`src/rtl/mem_arbiter.sv`:
```
// Arbiter sharing one single-port memory between instruction fetch and data access.
// Data wins ties unless fetch has been passed over STARVE_MAX times in a row.
`timescale 1ns/1ps
module mem_arbiter #(
   parameter int ADDR_W     = 32,
   parameter int DATA_W     = 32,
   parameter int STARVE_MAX = 4
) (
   input  logic              clk,
   input  logic              reset,
   input  logic              if_req,
   input  logic [ADDR_W-1:0] if_addr,
   output logic [DATA_W-1:0] if_rdata,
   output logic              if_valid,
   output logic              stall_F,
   input  logic              dm_cs,
   input  logic              dm_r,
   input  logic              dm_w,
   input  logic [ADDR_W-1:0] dm_addr,
   input  logic [DATA_W-1:0] dm_wdata,
   output logic [DATA_W-1:0] dm_rdata,
   output logic              dm_valid,
   output logic              stall_M,
   output logic              mem_en,
   output logic              mem_we,
   output logic [ADDR_W-1:0] mem_addr,
   output logic [DATA_W-1:0] mem_wdata,
   input  logic [DATA_W-1:0] mem_rdata,
   input  logic              mem_ready
);

   typedef enum logic [1:0] {IDLE, IF_WAIT, DM_WAIT, RESP} state_t;

   localparam logic [3:0] STARVE_LIM = 4'(STARVE_MAX);

   state_t     state, state_next;
   logic [3:0] starve_cnt;
   logic       dm_req;
   logic       grant_if, grant_dm, done;

   assign dm_req  = dm_cs & (dm_r | dm_w);
   assign stall_F = if_req & ~if_valid;
   assign stall_M = dm_req & ~dm_valid;

   // NOTE: every signal written here gets a default first, so no latch is inferred.
   always_comb begin
      state_next = state;
      grant_if   = 1'b0;
      grant_dm   = 1'b0;
      done       = 1'b0;
      unique case (state)
         IDLE: begin
            if (dm_req && !(if_req && starve_cnt == STARVE_LIM)) begin
               grant_dm   = 1'b1;
               state_next = DM_WAIT;
            end else if (if_req) begin
               grant_if   = 1'b1;
               state_next = IF_WAIT;
            end
         end
         IF_WAIT, DM_WAIT: begin
            if (mem_ready) begin
               done       = 1'b1;
               state_next = RESP;
            end
         end
         // The requester still shows the completed request here, so never grant.
         RESP:    state_next = IDLE;
         default: state_next = IDLE;
      endcase
   end

   // NOTE: state uses non-blocking assignments with an asynchronous active-low clear.
   always_ff @(posedge clk or negedge reset) begin
      if (!reset) state <= IDLE;
      else        state <= state_next;
   end

   always_ff @(posedge clk or negedge reset) begin
      if (!reset) begin
         starve_cnt <= 4'd0;
      end else if (!if_req || grant_if) begin
         starve_cnt <= 4'd0;
      end else if (grant_dm && starve_cnt != STARVE_LIM) begin
         starve_cnt <= starve_cnt + 4'd1;
      end
   end

   always_ff @(posedge clk or negedge reset) begin
      if (!reset) begin
         if_rdata  <= '0;
         if_valid  <= 1'b0;
         dm_rdata  <= '0;
         dm_valid  <= 1'b0;
         mem_en    <= 1'b0;
         mem_we    <= 1'b0;
         mem_addr  <= '0;
         mem_wdata <= '0;
      end else begin
         if_valid <= 1'b0;
         dm_valid <= 1'b0;
         if (grant_if) begin
            mem_en    <= 1'b1;
            mem_we    <= 1'b0;
            mem_addr  <= if_addr;
            mem_wdata <= '0;
         end else if (grant_dm) begin
            mem_en    <= 1'b1;
            mem_we    <= dm_w;
            mem_addr  <= dm_addr;
            mem_wdata <= dm_w ? dm_wdata : '0;
         end else if (done) begin
            mem_en <= 1'b0;
            mem_we <= 1'b0;
            if (state == IF_WAIT) begin
               if_rdata <= mem_rdata;
               if_valid <= 1'b1;
            end else begin
               // A held mem_we marks the finishing data access as a store.
               if (!mem_we) dm_rdata <= mem_rdata;
               dm_valid <= 1'b1;
            end
         end
      end
   end

endmodule

```
`config.mk`:
```
export PLATFORM = sky130hd
export DESIGN_NAME = mem_arbiter
export DESIGN_NICKNAME = d
export VERILOG_FILES = /design/src/rtl/mem_arbiter.sv
export SDC_FILE = /design/constraint.sdc
export NUM_CORES = 1
export LEC_CHECK = 0
export ABC_AREA = 1
export ABC_CLOCK_PERIOD_IN_PS = 3900
export BUFFER_PORTS_ARGS = -buffer_cell sky130_fd_sc_hd__buf_4
export CORE_ASPECT_RATIO = 1.25
export CORE_MARGIN = 2
export CORE_UTILIZATION = 50
export DETAILED_ROUTE_END_ITERATION = 10
export PLACE_DENSITY = 0.88
export SLEW_MARGIN = 20
export SYNTH_ARGS = -nofsm -noshare
export SYNTH_HDL_FRONTEND = slang
export SYNTH_SLANG_ARGS = --single-unit
```
`constraint.sdc`:
```
create_clock -name clk -period 3.9 [get_ports clk]
set_input_delay 0.78 -clock clk [delete_from_list [all_inputs] [get_ports clk]]
set_output_delay 0.78 -clock clk [all_outputs]
set_load 0.01 [all_outputs]
```
==> results of run 1 <==
[critical path: cells and delay by family (launching register included)]
family        cells  cell delay (ns)
fa+ha+maj         1             0.29
buf+inv           2             0.41
flops             1             0.36
simple gates      5             1.16
[registers in the layout (all words and copies together) (netlist names)]
signal      cells
starve_cnt      4
mem_en          1
state           2
if_rdata       32
dm_valid        1
mem_addr       32
mem_we          1
if_valid        1
dm_rdata       32
mem_wdata      32
[where the power goes]
part	internal [uW]	total [uW]	switching [uW]
Sequential	2050	2420	366
Clock	1080	1700	621
Combinational	1240	2780	1550
[layer usage]
metal | up-vias | GRT usage (%) | part of all wire [%]
met2 | 317 | 45.4 | 51
met5 | - | 0 | 0
met4 | 0 | 10.2 | 2.1
met3 | 30 | 6.79 | 8.9
met1 | 2679 | 34.4 | 37
li1 | 2651 | - | -
[worst min path at each step]
| stage | to | startpoint | slack (ns) | cells past startpoint |
|---|---|---|---|---|
| floorplan | state[1] | state[1] | 0.45 | 2 |
| global placement | dm_rdata[1] | dm_rdata[1] | 0.46 | 2 |
| detailed placement | dm_rdata[30] | dm_rdata[30] | 0.46 | 2 |
| CTS | if_rdata[13] | reset | 0.42 | 1 |
| global route | if_rdata[10] | reset | 0.46 | 1 |
| finish | if_rdata[13] | reset | 0.39 | 1 |
[placed cells by master (no fill, tap or decap), drive strengths merged]
cell type,count
nand4,65
buf,276
inv,18
and2,1
clkbuf,18
dfrtp,138
clkinv,3
ha,4
bufinv,4
nor2,10
o21bai,1
clkinvlp,3
nand3,39
a21oi,1
xor2,1
o21ai,8
nand2,337
[cells by family (layout without fill, tap and decap cells)]
family | Yosys count | after routing
flip-flops | 138 | 138
AO/OA/AOI/OAI | 10 | 10
buffers and inverters | 58 | 322
XOR/XNOR | 1 | 1
adder cells (fa/ha/maj) | 4 | 4
AND/OR/NAND/NOR | 452 | 452
[stage by stage]
stage / std cells / instance area, um2
after detailed placement: 1034 / 7820
after global routing: 1065 / 8440
after CTS: 1065 / 8440
after floorplan: 663 / 5800
after global placement: 1034 / 7820
final: 1065 / 8440
[final cells by class]
cell class / instances / area [um2] / area share (%)
flip-flops and latches: 138 / 3450 / 40.9
repair buffers: 276 / 2080 / 24.6
multi-input cells: 467 / 2060 / 24.4
clock buffers: 18 / 429 / 5.08
clock inverters: 13 / 194 / 2.30
well taps: 138 / 173 / 2.05
inverters: 15 / 56.3 / 0.667
==> flow_summary.ini, run 1 <==
[synth]
syn_area_per_cell_um2 = 8.75
ys_async_sr_fraction_pct = 100
synth-seq-cells = 138
synth.distinct_cells = 22
synth.yosys.warnings = 0
yosysSeqAreaShare_pct = 59.5
syn_inst = 663
yosysTopAreaCell = dfrtp_1
synth_area_leaders = dfrtp_1 60%, nand2_1 22%, nand4_1 7.0%
synth_top_family_by_area = simple AND/OR/NAND/NOR gates
synth_simple_gate_area_share_pct = 33.4
yosys-top-cells-count = 336 x nand2_1, 138 x dfrtp_1, 65 x nand4_1, 37 x nand3_1, 22 x buf_2
syn_nets = 802
synth_xor_area_share_pct = 0.151
synth_fa_ha_area_share_pct = 0.863
syn-cell-area_um2 = 5800
synthDominantCellAreaShare_pct = 59.5
synth_mux_area_share_pct = 0
synth_compound_area_share_pct = 1.10
synth_most_common_cell = nand2_1
synth_top_flop_cell = dfrtp_1
synth_edf_count = 0

[sta]
rsz0062_at_grt = no
slew_viol_final = 0
maxSlewHeadroom_pct = 32.0
final_hold_viol_count = 0
period_needed_ns = 2.33
worst_slew_pin_slew_ns = 1.02
whs_ns = 0.389
setup_violations = 0
fin_ws_ns = 1.57
finalCritPeriodShare_pct = 59.7
tns_ns = 0
max_freq_mhz = 429
fin_skew_ns = 0.00913

[pwr]
leakage_uw = 0.00468
power_uw = 6900
power_density_nw_per_um2 = 817
irDropWorstVdd_mv = 0.485

[critical_path]
rr_startpoint = state[1]
crit_fanout = 34
worst_path_most_repeated_cell = nand2_1
cp_cell_sequence = inv_1 -> ha_1 -> nand2_1 -> nor2_2 -> buf_4 -> nand3_2 -> nand2_1 -> nand2_1
critPathCapture = dm_rdata[23]
crit_arrival_ns = 2.62
crit_path_max_incr_delay_ns = 0.59
crit_slowest_cell = nand3_2
ff2ff_setup_slack_ns = 1.57
timing.rr.end = dm_rdata[23]
reg2reg_depth = 8
required_ns = 4.19
crit_start = state[1]
critical_path_class = reg2reg
end_kind = register
worstSetupStartpointType = register

[worst_hold_path]
hp-class = in2async

[clocking]
cts-hold-fix-buffers = 0
cts_setup_buffers = 0
h-tree-depth = 4
clk_pin_slew_worst_paths_ns = 0.06
cts.path.max_buffers = 2
clock_latency_ns = 0.41
cts_sinks = 138
cts_tree = done
root_buffer = clkbuf_16
cts_buffers = 17
cts-resized-gates = 0

[placement]
hpwl_um = 11700
gp_congestion = 0.843
place_ws_ns = 1.30
port_buffers = 268

[die]
start_util_pct = 50.7
coreArea_um2 = 11500
die_w_um = 100
die_y_um = 124
dieArea_um2 = 12500
placementRows = 44
io-pin-count = 269

[global_route]
antenna_found_initial = 0
grt_first_pass_wirelength_um = 26900
grtUsageTotal_pct = 27.3
grt_pass1_vias = 5355
grt_max_degree = 100
overflow = 0

[route]
ant_nets = 0
wl_um = 17000
first_pass_iters = 6
via_per_inst = 5.33
first_iter_violations = 265
via_count = 5677
drc = 0
wl_per_cell_um = 16.0

[layout]
final_nets = 1054
drive_gt1_share_pct = 34.1
n_fill_cell = 832
utilization_pct = 73.7
diodes = 0
area_delta_synth_final_pct = 45.5

[run_status]
status = finished, final reports clean

[flow_run]
maxCapViolCount = 0
Note: power is estimated with default switching activity, not from simulation.
==> run 2, diff against run 1 <==
==> config.mk (replaced) <==
export PLATFORM = sky130hd
export DESIGN_NAME = mem_arbiter
export DESIGN_NICKNAME = d
export VERILOG_FILES = /design/src/rtl/mem_arbiter.sv
export SDC_FILE = /design/constraint.sdc
export NUM_CORES = 1
export LEC_CHECK = 0
export ABC_AREA = 0
export ABC_CLOCK_PERIOD_IN_PS = 2080
export BUFFER_PORTS_ARGS = -buffer_cell sky130_fd_sc_hd__buf_4
export CORE_ASPECT_RATIO = 1.25
export CORE_MARGIN = 2
export CORE_UTILIZATION = 42
export DETAILED_ROUTE_END_ITERATION = 10
export PLACE_DENSITY = 0.8
export SLEW_MARGIN = 20
export SYNTH_ARGS = -nofsm -noshare
export SYNTH_HDL_FRONTEND = slang
export SYNTH_SLANG_ARGS = --single-unit
==> constraint.sdc (replaced) <==
create_clock -name clk -period 2.08 [get_ports clk]
set_input_delay 0.416 -clock clk [delete_from_list [all_inputs] [get_ports clk]]
set_output_delay 0.416 -clock clk [all_outputs]
set_load 0.01 [all_outputs]
==> run 2 against run 1 <==
  * Sequential share of layout area about the same
  * Synthesized cell count down 42%
  * Die area up 14%
  * Critical path depth down 2
  * Register-to-register slack worse by 1.4 ns
  * First-iteration DRC count up 15%
  * Hold slack worse by 0.16 ns
  * Flip-flop and latch count unchanged
  * Synthesized area down 4.0%
  * Core utilization down 9.3 points
  * Via count down 22%
  * Global-route usage down 5.5 points
  * Largest cell class unchanged
==> flow_summary.ini, run 2 <==
[sta]
finalCritPeriodShare_pct = 90.3
slew_viol_final = 0
fin_skew_ns = 0.00628
tns_ns = 0
setup_violations = 0
fin_ws_ns = 0.202
maxSlewHeadroom_pct = 70.6
max_freq_mhz = 533
final_hold_viol_count = 0
worst_slew_pin_slew_ns = 0.442
rsz0062_at_grt = no
period_needed_ns = 1.88

[die]
io-pin-count = 269
dieArea_um2 = 14200
placementRows = 47
coreArea_um2 = 13100
die_w_um = 107
start_util_pct = 42.5
die_y_um = 133

[route]
first_pass_iters = 6
first_iter_violations = 304
wl_um = 14900
via_count = 4447
via_per_inst = 5.28
wl_per_cell_um = 17.7
ant_nets = 0
drc = 0

[critical_path]
critical_path_class = reg2reg
crit_arrival_ns = 2.15
timing.rr.end = mem_addr[22]
rr_startpoint = state[1]
ff2ff_setup_slack_ns = 0.20
crit_slowest_cell = a221o_1
crit_path_max_incr_delay_ns = 0.42
end_kind = register
crit_fanout = 41
worstSetupStartpointType = register
crit_start = state[1]
cp_cell_sequence = inv_1 -> ha_1 -> buf_4 -> o21ai_4 -> buf_4 -> a221o_1
worst_path_most_repeated_cell = buf_4
reg2reg_depth = 6
required_ns = 2.35
critPathCapture = mem_addr[22]

[clocking]
root_buffer = clkbuf_16
cts_setup_buffers = 0
cts_buffers = 17
cts.path.max_buffers = 2
h-tree-depth = 4
clk_pin_slew_worst_paths_ns = 0.06
clock_latency_ns = 0.41
cts-hold-fix-buffers = 1
cts_sinks = 138
cts-resized-gates = 0
cts_tree = done

[global_route]
overflow = 0
grt_max_degree = 52
grtUsageTotal_pct = 21.8
grt_first_pass_wirelength_um = 24200
antenna_found_initial = 0
grt_pass1_vias = 4792

[layout]
diodes = 0
area_delta_synth_final_pct = 51.7
utilization_pct = 64.4
layout_commonest_cell = buf_4
stdcell_area_um2 = 8440
final_cell_mix = 274 x buf_4, 138 x dfrtp_1, 59 x mux2_1, 35 x nor3b_1
final_nets = 798
drive_gt1_share_pct = 48.3

[synth]
yosysTopAreaCell = dfrtp_1
syn_nets = 524
syn_inst = 385
ys_async_sr_fraction_pct = 100
synth_area_leaders = dfrtp_1 62%, mux2_1 12%, a221o_1 5.8%
synth-seq-cells = 138
synth_most_common_cell = dfrtp_1
synth.distinct_cells = 41
synth_top_flop_cell = dfrtp_1
yosys-top-cells-count = 138 x dfrtp_1, 59 x mux2_1, 35 x nor3b_1, 32 x a221o_1, 32 x a22o_1
synth_edf_count = 0
syn_area_per_cell_um2 = 14.5
synth.yosys.warnings = 0
yosysSeqAreaShare_pct = 62.0
syn-cell-area_um2 = 5570
synthDominantCellAreaShare_pct = 62.0

[placement]
port_buffers = 268
place_area_um2 = 7840
gp_congestion = 0.827
place_ws_ns = 0.233
hpwl_um = 10800

[pwr]
leakage_uw = 0.00413
power_uw = 13200
irDropWorstVdd_mv = 0.935
power_density_nw_per_um2 = 1560

[worst_hold_path]
hold_depth = 2
hp-class = in2reg

[flow_run]
maxCapViolCount = 0

[run_status]
status = finished, final reports clean
-- run 2: cell count changes in the layout (fill, tap and decap cells not counted), moves of 5 or more --
cell and delta:
a221o_1 +32, mux2_1 +59, o21ai_0 -7, nand2_1 -329
nand4_1 -64, buf_12 +6, mux2_2 +5, inv_1 -5
nand3_1 -35, nor3b_1 +35, a22o_1 +32
-- run 2: worst max-delay path: cells and delay by family (launching register included) --
| family | cells | cell delay [ns] |
|---|---|---|
| flops | 1 | 0.40 |
| fa+ha+maj | 1 | 0.25 |
| compound gates | 2 | 0.49 |
| buf+inv | 3 | 0.59 |
-- run 2: how the worst min path moves through the flow --
stage                   from             to  slack [ns]
5_1_grt         dm_wdata[10]  mem_wdata[10]        0.20
3_3_place_gp           reset   mem_wdata[1]        0.36
6_report       mem_rdata[22]   dm_rdata[22]        0.22
3_5_place_dp           reset   mem_wdata[1]        0.37
4_1_cts         dm_wdata[10]  mem_wdata[10]        0.20
2_1_floorplan          reset    dm_rdata[0]        0.12
-- run 2: metrics by stage --
step	std cells	hold WS (ns)
after floorplan	385	0.120
after global placement	810	0.359
after detailed placement	810	0.367
after CTS	842	0.204
after global routing	842	0.203
final	842	0.225
-- run 2: per-layer routing --
layer | up-vias | track usage, % | routed length, um
met5 | - | 0 | 0
met4 | 0 | 9.02 | 404
met3 | 35 | 6.35 | 992
met2 | 200 | 37.4 | 7800
met1 | 2207 | 25.5 | 5750
li1 | 2005 | - | -
-- run 2: cells by family after synthesis --
group / count (synthesis) / share of synthesized area (%)
and+or+nand+nor: 63 / 7.75
AOI/OAI and AO/OA: 81 / 13.3
DFF: 138 / 62.0
muxes: 64 / 12.9
buffers and inverters: 35 / 3.12
adders and majority gates: 4 / 0.899
-- run 2: power by group --
| group | switching [uW] | leakage [uW] | internal, uW |
|---|---|---|---|
| logic | 2400 | 0.00213 | 3030 |
| registers | 751 | 0.00172 | 4000 |
| clock network | 1140 | 0.000288 | 1890 |
| total | 4290 | 0.00413 | 8920 |
-- run 2: layout make-up --
cell class / count / area [um2]
tap: 171 / 214
inverter: 8 / 30.0
fill: 993 / 4670
clock inverter: 13 / 168
timing repair buffer: 282 / 2200
multi-input combinational: 212 / 1950
sequential: 138 / 3450
clock buffer: 18 / 429
